<file path="src/rtl/fetch_issue_queue.sv">
// Prefetch FIFO between the instruction port and issue, with static
// next-PC pre-decode, indirect-jump stall and flush handling.
module fetch_issue_queue #(
  parameter int          DEPTH          = 4,
  parameter bit          BRANCH_PREDICT = 1'b1,
  parameter logic [31:0] RESET_PC       = 32'h0
) (
  input  logic                         clk_in,
  input  logic                         rst_in,
  input  logic                         rdy_in,
  input  logic                         flush_pipline,
  input  logic [31:0]                  reset_PC_to,
  input  logic                         jalr_just_done,
  input  logic [31:0]                  jalr_resulting_PC,
  output logic                         fetch_req,
  output logic [31:0]                  fetch_addr,
  input  logic                         fetch_ack,
  input  logic [31:0]                  fetch_data,
  input  logic                         issue_space_available,
  output logic                         is_issueing,
  output logic [31:0]                  issue_PC,
  output logic [31:0]                  issue_predicted_PC,
  output logic [31:0]                  issue_ins,
  output logic                         issue_is_compressed,
  output logic [$clog2(DEPTH+1)-1:0]   queue_count
);

  localparam int PW = $clog2(DEPTH);
  localparam int CW = $clog2(DEPTH+1);

  typedef struct packed {
    logic [31:0] pc;
    logic [31:0] ins;
    logic [31:0] pred;
    logic        comp;
  } entry_t;

  entry_t      q [DEPTH];
  logic [PW-1:0] head;
  logic [PW-1:0] tail;
  logic [31:0] pc;
  logic        waiting_jalr;
  logic        drop;

  logic        comp;
  logic        is_jalr;
  logic [31:0] pred;
  logic [31:0] seq_pc;
  logic [31:0] j_imm;
  logic [31:0] b_imm;
  logic [31:0] cj_imm;
  logic [31:0] cb_imm;
  logic        c_j;
  logic        c_b;
  logic        c_jr;
  logic        op_jal;
  logic        op_br;
  logic        op_jalr;

  logic        ack_now;
  logic        push;
  logic        issue_now;
  logic        start;

  always_comb begin
    comp    = fetch_data[1:0] != 2'b11;
    seq_pc  = fetch_addr + (comp ? 32'd2 : 32'd4);
    j_imm   = {{12{fetch_data[31]}}, fetch_data[19:12],
               fetch_data[20], fetch_data[30:21], 1'b0};
    b_imm   = {{20{fetch_data[31]}}, fetch_data[7],
               fetch_data[30:25], fetch_data[11:8], 1'b0};
    cj_imm  = {{21{fetch_data[12]}}, fetch_data[8],
               fetch_data[10:9], fetch_data[6], fetch_data[7],
               fetch_data[2], fetch_data[11], fetch_data[5:3], 1'b0};
    cb_imm  = {{24{fetch_data[12]}}, fetch_data[6:5],
               fetch_data[2], fetch_data[11:10],
               fetch_data[4:3], 1'b0};
    c_j     = comp && fetch_data[1:0] == 2'b01 &&
              fetch_data[14:13] == 2'b01;
    c_b     = comp && fetch_data[1:0] == 2'b01 &&
              fetch_data[15:14] == 2'b11;
    c_jr    = comp && fetch_data[1:0] == 2'b10 &&
              fetch_data[15:13] == 3'b100 &&
              fetch_data[6:2] == 5'd0 &&
              fetch_data[11:7] != 5'd0;
    op_jal  = !comp && fetch_data[6:0] == 7'b1101111;
    op_br   = !comp && fetch_data[6:0] == 7'b1100011;
    op_jalr = !comp && fetch_data[6:0] == 7'b1100111;
    pred    = seq_pc;
    is_jalr = 1'b0;
    unique case (1'b1)
      op_jal: pred = fetch_addr + j_imm;
      c_j:    pred = fetch_addr + cj_imm;
      op_br:  if (BRANCH_PREDICT && b_imm[31])
                pred = fetch_addr + b_imm;
      c_b:    if (BRANCH_PREDICT && cb_imm[31])
                pred = fetch_addr + cb_imm;
      op_jalr,
      c_jr:   is_jalr = 1'b1;
      default: pred = seq_pc;
    endcase
  end

  assign ack_now   = fetch_req && fetch_ack;
  assign push      = ack_now && !drop && !flush_pipline;
  assign issue_now = queue_count != '0 && issue_space_available &&
                     !flush_pipline;
  assign start     = !fetch_req && !waiting_jalr && !flush_pipline &&
                     queue_count < CW'(DEPTH);

  always_ff @(posedge clk_in or posedge rst_in) begin
    if (rst_in) begin
      fetch_req           <= 1'b0;
      fetch_addr          <= '0;
      is_issueing         <= 1'b0;
      issue_PC            <= '0;
      issue_predicted_PC  <= '0;
      issue_ins           <= '0;
      issue_is_compressed <= 1'b0;
      queue_count         <= '0;
      head                <= '0;
      tail                <= '0;
      pc                  <= RESET_PC;
      waiting_jalr        <= 1'b0;
      drop                <= 1'b0;
    end else if (rdy_in) begin
      // a flushed request stays on the bus until acked; drop marks it
      if (ack_now) begin
        fetch_req <= 1'b0;
        drop      <= 1'b0;
      end else if (fetch_req) begin
        if (flush_pipline) drop <= 1'b1;
      end else if (start) begin
        fetch_req  <= 1'b1;
        fetch_addr <= pc;
      end
      if (flush_pipline)
        pc <= reset_PC_to;
      else if (push)
        pc <= pred;
      else if (jalr_just_done && waiting_jalr)
        pc <= jalr_resulting_PC;
      if (flush_pipline)
        waiting_jalr <= 1'b0;
      else if (push && is_jalr)
        waiting_jalr <= 1'b1;
      else if (jalr_just_done)
        waiting_jalr <= 1'b0;
      is_issueing <= issue_now;
      if (issue_now) begin
        issue_PC            <= q[head].pc;
        issue_predicted_PC  <= q[head].pred;
        issue_ins           <= q[head].ins;
        issue_is_compressed <= q[head].comp;
        head                <= head + PW'(1);
      end
      if (flush_pipline) begin
        head        <= '0;
        tail        <= '0;
        queue_count <= '0;
      end else begin
        if (push) tail <= tail + PW'(1);
        queue_count <= queue_count + CW'(push) - CW'(issue_now);
      end
    end
  end

  always_ff @(posedge clk_in) begin
    if (rdy_in && push)
      q[tail] <= '{pc: fetch_addr, ins: fetch_data,
                   pred: pred, comp: comp};
  end

endmodule

</file>
<file path="config.mk">
export PLATFORM = sky130hd
export DESIGN_NAME = fetch_issue_queue
export DESIGN_NICKNAME = d
export VERILOG_FILES = /design/src/rtl/fetch_issue_queue.sv
export SDC_FILE = /design/constraint.sdc
export NUM_CORES = 1
export LEC_CHECK = 0
export CAP_MARGIN = 20
export CORE_ASPECT_RATIO = 1.25
export CORE_MARGIN = 2
export CORE_UTILIZATION = 45
export CTS_BUF_LIST = sky130_fd_sc_hd__clkbuf_4 sky130_fd_sc_hd__clkbuf_8 sky130_fd_sc_hd__clkbuf_16
export CTS_CLUSTER_SIZE = 8
export DETAILED_ROUTE_END_ITERATION = 8
export MAX_ROUTING_LAYER = met4
export PLACE_DENSITY = 0.72
export SKIP_CTS_REPAIR_TIMING = 1
export SLEW_MARGIN = 0
export SYNTH_ARGS = -nofsm -noshare
export SYNTH_HDL_FRONTEND = slang
export SYNTH_SLANG_ARGS = --single-unit
</file>
<file path="constraint.sdc">
create_clock -name clk_in -period 5.9 [get_ports clk_in]
set_clock_uncertainty 0.1 [all_clocks]
set_input_delay 0.59 -clock clk_in [delete_from_list [all_inputs] [get_ports clk_in]]
set_output_delay 0.59 -clock clk_in [all_outputs]
set_load 0.005 [all_outputs]
</file>
==> flow_metrics.py, run 1 <==
metrics = {
    "floorplan": {
        "die_w_um": 226.6,
        "row_count": 102,
        "dieArea_um2": 63940,
        "ios": 237,
        "die_h_um": 282.2,
        "initial_core_util_pct": 45.20,
        "coreArea_um2": 61640,
    },
    "grt": {
        "grt_use_total_pct": 27.11,
        "antenna_found_initial": 1,
        "grt_pass1_vias": 20010,
        "grt_max_degree": 89,
        "grt_pass1_wl_mm": 124.2,
        "grt.overflow.total": 0,
    },
    "timing": {
        "fmax_ghz": 0.2067,
        "drv_slew": 0,
        "max_slew_margin_pct": 27.16,
        "setup_ws_ns": 1.062,
        "rsz0062_at_grt": "false",
        "tightest_slew_ns": 1.093,
        "setup_tns_ns": 0,
        "period_needed_ns": 4.838,
        "hold_viol_final": 0,
        "setup_violations": 0,
        "min_period_over_period_pct": 82.01,
        "whs_ns": 0.3651,
    },
    "setup_path": {
        "timing.reg2reg.setup_slack_ns": 1.47,
        "r2r_start": "fetch_addr[1]",
        "critical_path.max_fanout": 12,
        "critical_path_class": "in -> reg",
        "crit_end": "q[3][25]",
        "cp.required_ns": 6.10,
        "setup.worst_path.start_class": "input port",
        "arrival_ns": 5.04,
        "worstSetupStartpoint": "fetch_data[1]",
        "crit_path_end_kind": "register",
        "worstReg2RegEnd": "pc[21]",
        "rr_worst_depth": 11,
    },
    "route": {
        "first_pass_iters": 5,
        "ant_nets": 0,
        "drtIter0Drc": 1613,
        "via_count": 19510,
        "via_per_inst": 6.026,
        "avgRoutedWirePerCell_um": 25.84,
        "drc_errors": 0,
        "wirelength_mm": 83.68,
    },
    "final_layout": {
        "syn_to_final_growth_pct": 21.52,
        "fillers": 4967,
        "fin_cells": 3238,
        "fin_util_pct": 54.93,
        "final_area_um2": 33860,
        "diodes": 0,
        "register_area_um2": 15820,
        "nets": 2555,
        "multiInputGateArea_um2": 11540,
        "layout-drive-gt1-share_pct": 18.66,
    },
    "synthesis": {
        "syn-cell-area_um2": 27860,
        "ys_top_cells_by_count": "384 x edfxtp_1, 171 x dfrtp_1, 156 x nand2_1",
        "synth_edf_count": 384,
        "synth_top_area_share_pct": 41.38,
        "synthTopCellsByArea": "edfxtp_1 41%, dfrtp_1 15%, mux4_2 7.8%, mux2_2 5.2%, ha_1 4.5%",
        "async_flop_share_pct": 30.81,
        "syn_avg_cell_area_um2": 13.31,
        "ys_types": 89,
        "synth.most_common_cell": "edfxtp_1",
        "yosys_warnings": 0,
        "yosysSeqAreaShare_pct": 56.74,
        "ys_seq_elements": 555,
        "yosysTopAreaCell": "edfxtp_1",
        "syn_nets": 2301,
        "yosys_most_used_dff": "edfxtp_1",
        "syn_inst": 2093,
    },
    "power": {
        "power_mw": 17.25,
        "power_density_nw_per_um2": 509.4,
        "max-vdd-ir-drop_uv": 232.9,
        "p_leak_nw": 12.49,
    },
    "clock_tree": {
        "clk_latency_ns": 0.62,
        "clock-sinks": 555,
        "clkTransAtPathRegs_ns": 0.05,
        "cts_tree": "built",
        "h-tree-depth": 3,
        "root_buffer": "clkbuf_16",
        "clockBufferDepth": 3,
        "numCtsBuffers": 80,
    },
    "placed_design": {
        "postPlaceCellArea_um2": 31290,
        "pre_cts_slack_ns": 0.5232,
        "gp_congestion": 0.9540,
        "io_buffers": 236,
        "dp.cells": 3097,
        "dp_hpwl_mm": 58.44,
    },
    "status": {
        "status": "complete, no violations",
    },
    "worst_hold_path": {
        "hold_path.class": "in -> async",
    },
    "run": {
        "drv_cap": 0,
    },
}
[cells in the final DEF, fill, tap and decap left out, types with 22 or more instances in the layout]
master           count
a21o_1              43
clkbuf_16           81
nor2_1             107
xor2_1              45
nand3_1             42
xnor2_1             51
buf_4               34
clkbuf_4            51
a21oi_1            133
nand4_1             23
edfxtp_1           384
and3_1              35
nor3_1              27
mux4_2              96
o21ai_0             79
dfrtp_1            169
nand2_1            156
mux2_2             128
inv_1               38
ha_1               100
clkdlybuf4s50_1    235
o22ai_1             22
[worst min-delay path by stage]
stage	start	end	slack [ns]
after global placement	pc[9]	pc[9]	0.36
after detailed placement	pc[7]	pc[7]	0.37
after global routing	rst_in	issue_predicted_PC[5]	0.41
after floorplan	pc[0]	pc[0]	0.34
after CTS	pc[7]	pc[7]	0.38
final	rst_in	issue_predicted_PC[5]	0.37
[final cells by class]
type,instances,share of cell area (%)
tap,832,3.074
sequential,555,46.71
multi-input combinational,1395,34.08
inverter,39,0.4545
timing repair buffer,276,8.070
clock buffer,133,7.157
clock inverter,8,0.4508
[where the power goes]
group	leakage (nW)	internal (mW)	switching (mW)
clock	1.31	2.89	1.65
sequential	5.56	4.98	0.966
combinational	5.63	3.25	3.51
[critical path, cell delays in order]
cell and delay, ns:
clkdlybuf4s50_1 0.55, and2b_1 0.36, and3b_1 0.35, nand2_1 0.27, nand2_1 0.48, ha_1 0.39, a211oi_1 0.26, nor3b_1 0.11
or2_2 0.29, o21bai_1 0.17, a41oi_1 0.24, xnor2_1 0.12, a221oi_1 0.59, nand2_1 0.25
[logic make-up (layout without fill, tap and decap cells)]
logic type | Yosys count | in the layout | share of synthesized area (%)
multiplexers | 241 | 241 | 13.54
AO/OA/AOI/OAI | 466 | 466 | 11.24
flip-flops | 555 | 555 | 56.74
AND/OR/NAND/NOR | 487 | 487 | 8.568
adder cells (fa/ha/maj) | 105 | 105 | 4.850
XOR/XNOR | 96 | 96 | 3.018
buffers and inverters | 143 | 456 | 2.039
[layer usage]
layer / global-route usage (%) / part of all wire (%)
met1: 31.90 / 39
met2: 46.42 / 52
met3: 3.469 / 5.1
met4: 12.47 / 4.6
met5: - / 0
[state kept, by name, indices dropped and copies added (netlist names), 3 cells and up]
signal              cells
issue_ins              32
queue_count             3
fetch_addr             32
q                     384
issue_PC               32
pc                     32
issue_predicted_PC     31
(Power assumes the default switching activity.)
==> run 2, diff against run 1 <==
- clock period: 5.9 -> 4.7 ns (I/O delays scaled with it)
==> flow_metrics.py, run 2 (synthesis results as in run 1) <==
metrics = {
    "timing": {
        "min_period_over_period_pct": 87.41,
        "drv_slew": 0,
        "setup_ws_ns": 0.5919,
        "rsz0062_at_grt": "false",
        "hold_viol_final": 0,
        "whs_ns": 0.2413,
        "fmax_ghz": 0.2434,
        "max_slew_margin_pct": 31.24,
        "period_needed_ns": 4.108,
        "tightest_slew_ns": 1.031,
        "setup_violations": 0,
        "setup_tns_ns": 0,
    },
    "clock_tree": {
        "clkTransAtPathRegs_ns": 0.05,
        "numCtsBuffers": 80,
        "clock-sinks": 555,
        "cts_tree": "built",
        "clk_latency_ns": 0.63,
        "h-tree-depth": 3,
        "root_buffer": "clkbuf_16",
        "clockBufferDepth": 3,
    },
    "floorplan": {
        "coreArea_um2": 61640,
        "die_h_um": 282.2,
        "die_w_um": 226.6,
        "dieArea_um2": 63940,
        "ios": 237,
        "row_count": 102,
        "initial_core_util_pct": 45.20,
    },
    "setup_path": {
        "worst_path_most_repeated_cell": "nand2_1",
        "crit_path_end_kind": "register",
        "cp_slowest_stage_delay_ns": 0.43,
        "timing.reg2reg.setup_slack_ns": 0.61,
        "arrival_ns": 4.36,
        "critical_path_class": "in -> reg",
        "cp.required_ns": 4.95,
        "critical_path.max_fanout": 4,
        "setup.worst_path.start_class": "input port",
        "cp_cell_sequence": "clkdlybuf4s50_1, and2b_1, and3b_1, nand2_1, nand2_1, ha_1, inv_1, fa_1, nand2b_1, a21o_1, a211o_1, a21oi_1, o21ai_1, mux2_2, o221ai_1, or2_2",
        "crit_path_top_delay_cell": "clkdlybuf4s50_1",
    },
    "grt": {
        "grt.overflow.total": 0,
        "grt_pass1_vias": 20200,
        "grt_use_total_pct": 27.39,
        "grt_pass1_wl_mm": 124.8,
        "antenna_found_initial": 1,
        "grt_max_degree": 110,
    },
    "final_layout": {
        "nets": 2632,
        "largest_reg_flops": 384,
        "fin_util_pct": 56.11,
        "final_common_cell": "edfxtp_1",
        "fillers": 4975,
        "layout-drive-gt1-share_pct": 21.37,
        "most-common-layout-cells": "384 x edfxtp_1, 235 x clkdlybuf4s50_1, 169 x dfrtp_1",
        "syn_to_final_growth_pct": 24.13,
        "multiInputGateArea_um2": 11530,
        "diodes": 0,
        "register_area_um2": 15820,
        "largest_register": "q",
    },
    "route": {
        "wirelength_mm": 84.29,
        "avgRoutedWirePerCell_um": 25.37,
        "first_pass_iters": 7,
        "via_per_inst": 5.967,
        "drc_errors": 0,
        "drtIter0Drc": 1380,
        "via_count": 19820,
        "ant_nets": 0,
    },
    "power": {
        "power_mw": 22.02,
        "max-vdd-ir-drop_uv": 313.1,
        "power_density_nw_per_um2": 636.6,
        "p_leak_nw": 12.92,
    },
    "placed_design": {
        "gp_congestion": 0.9526,
        "io_buffers": 236,
        "pre_cts_slack_ns": 0.08880,
        "dp_hpwl_mm": 60.32,
    },
    "status": {
        "status": "complete, no violations",
    },
    "run": {
        "drv_cap": 0,
    },
    "worst_hold_path": {
        "hold_path.class": "in -> reg",
    },
}
## run 2: per-stage QoR
step	cells	instance area, um^2
finish	3322	34590
global route	3322	34590
CTS	3321	34580
detailed placement	3173	31950
global placement	3172	31920
floorplan	2093	27870
## run 2: critical path: cells and delay by family
family,cells,cell delay [ns]
mux,1,0.25
buf+inv,2,0.49
fa+ha+maj,2,0.57
simple gates,6,1.26
compound gates,5,1.30
## run 2: final timing paths
check	start	end	cells after the start
hold reg to reg	pc[31]	fetch_addr[31]	2
min in group asynchronous	rst_in	fetch_addr[0]	3
setup reg to reg	fetch_addr[2]	q[2][17]	10
hold / removal	flush_pipline	head[0]	2
setup / recovery	fetch_data[1]	q[1][30]	16
max in group asynchronous	rst_in	issue_PC[12]	3
## run 2: area by class of cell
type | instances | area share (%)
clock buffers | 142 | 7.354
clock inverters | 6 | 0.2532
inverters | 39 | 0.4341
multi-input cells | 1395 | 33.34
flip-flops and latches | 555 | 45.73
well taps | 832 | 3.010
repair buffers | 353 | 9.876
## run 2: power breakdown
| part | leakage, nW | total, mW | switching (mW) | internal [mW] |
|---|---|---|---|---|
| Clock | 1.34 | 5.75 | 2.09 | 3.67 |
| Sequential | 5.56 | 7.24 | 0.983 | 6.26 |
| Combinational | 6.02 | 9.03 | 4.70 | 4.33 |
| Total | 12.9 | 22.0 | 7.76 | 14.3 |
## run 2: layer usage
| metal | wire, um | up-vias | global-route usage (%) |
|---|---|---|---|
| met5 | 0 | - | - |
| met4 | 5434 | 0 | 16.85 |
| met3 | 4720 | 260 | 4.664 |
| met2 | 42840 | 798 | 45.79 |
| met1 | 31300 | 9970 | 30.69 |
| li1 | - | 8796 | - |
==> run 3, diff against run 2 <==
- ABC_AREA: not set -> 1
- PLACE_DENSITY: 0.72 -> 0.71
==> flow_metrics.py, run 3 <==
metrics = {
    "clock_tree": {
        "root_buffer": "clkbuf_16",
        "cts_tree": "built",
        "clockBufferDepth": 3,
        "clk_latency_ns": 0.63,
        "numCtsBuffers": 79,
        "h-tree-depth": 3,
        "clock-sinks": 555,
        "clkTransAtPathRegs_ns": 0.05,
    },
    "setup_path": {
        "cp_slowest_stage_delay_ns": 0.69,
        "r2r_start": "fetch_addr[3]",
        "crit_path_end_kind": "register",
        "crit_path_top_delay_cell": "clkdlybuf4s50_1",
        "arrival_ns": 4.21,
        "setup.worst_path.start_class": "input port",
        "rr_worst_depth": 12,
        "cp_top_family": "simple AND/OR/NAND/NOR gates",
        "critical_path_class": "in -> reg",
        "worstReg2RegEnd": "q[2][17]",
        "worst_path_most_repeated_cell": "nand2_1",
        "timing.reg2reg.setup_slack_ns": 1.26,
        "cp_cell_sequence": "clkdlybuf4s50_1, nand4_4, inv_2, nand2_2, nand2_1, inv_1, ha_1, nand2_1, nor2_1, nand2_1, nor4_1, nand2_1, nand3_1, nand2_1, nand3_1, nand4_1, nand2_1, a21oi_1",
        "crit_buf_inv": 3,
        "critical_path.max_fanout": 17,
        "cp.required_ns": 5.08,
    },
    "route": {
        "drtIter0Drc": 2504,
        "drc_errors": 0,
        "wl_met3_mm": 6.434,
        "wl_met1_mm": 38.27,
        "wl_met2_mm": 47.07,
        "via_per_inst": 5.615,
        "wirelength_mm": 97.86,
        "via_count": 25460,
        "highest_layer": "met4",
        "ant_nets": 0,
        "first_pass_iters": 6,
        "avgRoutedWirePerCell_um": 21.59,
    },
    "final_layout": {
        "fin_cells": 4533,
        "nets": 3827,
        "largest_reg_flops": 384,
        "multiInputGateArea_um2": 11960,
        "final_area_um2": 35610,
        "largest_register": "q",
        "fin_util_pct": 55.17,
        "register_area_um2": 15820,
        "most-common-layout-cells": "961 x nand2_1, 384 x edfxtp_1, 371 x nor2_1",
        "final_common_cell": "nand2_1",
        "fillers": 5804,
        "syn_to_final_growth_pct": 20.90,
        "layout-drive-gt1-share_pct": 8.062,
    },
    "timing": {
        "tightest_slew_ns": 0.9643,
        "whs_ns": 0.1619,
        "setup_ws_ns": 0.8689,
        "period_needed_ns": 3.831,
        "max_slew_margin_pct": 35.71,
        "fmax_ghz": 0.2610,
        "min_period_over_period_pct": 81.51,
        "rsz0062_at_grt": "false",
        "setup_violations": 0,
        "drv_slew": 0,
        "hold_viol_final": 0,
        "setup_tns_ns": 0,
    },
    "synthesis": {
        "syn_inst": 3365,
        "synthTopCellsByArea": "edfxtp_1 39%, dfrtp_1 15%, nand2_1 12%, nor2_1 4.8%, o21ai_0 4.6%",
        "syn_nets": 3573,
        "yosys_warnings": 0,
        "yosysSeqAreaShare_pct": 53.69,
        "ys_top_cells_by_count": "961 x nand2_1, 384 x edfxtp_1, 376 x nor2_1",
        "yosys_most_used_dff": "edfxtp_1",
        "ys_seq_elements": 555,
        "syn-cell-area_um2": 29450,
        "yosysTopAreaCell": "edfxtp_1",
        "synth_xor_area_share_pct": 0.7733,
        "synth-simple-area-share_pct": 23.05,
        "synth.most_common_cell": "nand2_1",
        "syn_avg_cell_area_um2": 8.752,
        "synth_edf_count": 384,
        "yosys.area_share.adder_pct": 4.589,
        "synth_top_area_share_pct": 39.16,
        "ys_types": 59,
        "synth_compound_area_share_pct": 11.90,
        "async_flop_share_pct": 30.81,
        "synth_top_family_by_area": "simple AND/OR/NAND/NOR gates",
        "muxShareOfSynthArea_pct": 0.1530,
    },
    "status": {
        "status": "complete, no violations",
    },
    "placed_design": {
        "gp_congestion": 1.078,
        "pre_cts_slack_ns": 0.3517,
        "io_buffers": 236,
        "dp_hpwl_mm": 68.93,
        "dp.cells": 4386,
        "postPlaceCellArea_um2": 33020,
    },
    "floorplan": {
        "coreArea_um2": 64540,
        "row_count": 104,
        "ios": 237,
        "die_h_um": 290.0,
        "initial_core_util_pct": 45.63,
        "die_w_um": 232.8,
        "dieArea_um2": 67520,
    },
    "grt": {
        "grt_use_total_pct": 29.82,
        "grt.overflow.total": 0,
        "grt_pass1_wl_mm": 147.1,
        "grt_max_degree": 193,
        "antenna_found_initial": 1,
        "grt_pass1_vias": 24350,
    },
    "run": {
        "drv_cap": 0,
    },
    "power": {
        "power_mw": 21.09,
        "p_leak_nw": 15.12,
        "power_density_nw_per_um2": 592.3,
        "max-vdd-ir-drop_uv": 315.3,
    },
    "worst_hold_path": {
        "hold_path.class": "in -> async",
    },
}
==> run 3: final cells by class <==
type                            instances  share of cell area (%)
Clock inverter                          8                  0.4533
Clock buffer                          138                   6.796
Antenna cell                            1                0.007028
Sequential cell                       555                   44.42
Multi-Input combinational cell       2370                   33.59
Tap cell                              848                   2.980
Inverter                              319                   3.384
Timing Repair Buffer                  294                   8.371
==> run 3: worst max path at each step <==
stage	start	endpoint	slack (ns)	depth (start not counted)
6_report	fetch_data[13]	pc[27]	0.87	18
3_3_place_gp	fetch_data[0]	q[0][28]	0.44	16
2_1_floorplan	rdy_in	q[0][0]	-0.94	6
5_1_grt	fetch_data[13]	pc[30]	0.57	18
4_1_cts	fetch_data[0]	pc[27]	1.01	18
3_5_place_dp	fetch_data[0]	pc[27]	0.35	18
==> run 3: per-layer routing <==
metal | track usage (%) | vias up
met1 | 36.25 | 12210
met5 | - | -
met3 | 4.442 | 289
met2 | 47.64 | 1051
li1 | - | 11910
met4 | 16.41 | 0
==> run 3: worst register-to-register path: stages, from the launching register on <==
cell and delay [ns]:
dfrtp_1 0.77, ha_1 0.44, nand2_1 0.12, nand3_1 0.15, nand2_1 0.10, nand2_1 0.11
nand2_1 0.09, nand2_1 0.15, nand2_1 0.10, nand2_1 0.07, or2_1 0.21, nand3_1 0.20
nand4_1 0.43
==> run 3: cells by family (layout without fill, tap and decap cells) <==
group                    count (synthesis)  count (layout)
AO/OA/AOI/OAI                          606             606
XOR/XNOR                                26              26
adder cells (fa/ha/maj)                105             105
buffers and inverters                  440             759
flip-flops                             555             555
multiplexers                             4               4
other                                    0               1
AND/OR/NAND/NOR                       1629            1629
==> run 3: where the power goes <==
| part | switching [mW] | internal (mW) | leakage (nW) |
|---|---|---|---|
| Combinational | 5.05 | 3.08 | 8.28 |
| Sequential | 1.06 | 6.21 | 5.52 |
| Clock | 2.11 | 3.58 | 1.32 |
| Total | 8.22 | 12.9 | 15.1 |
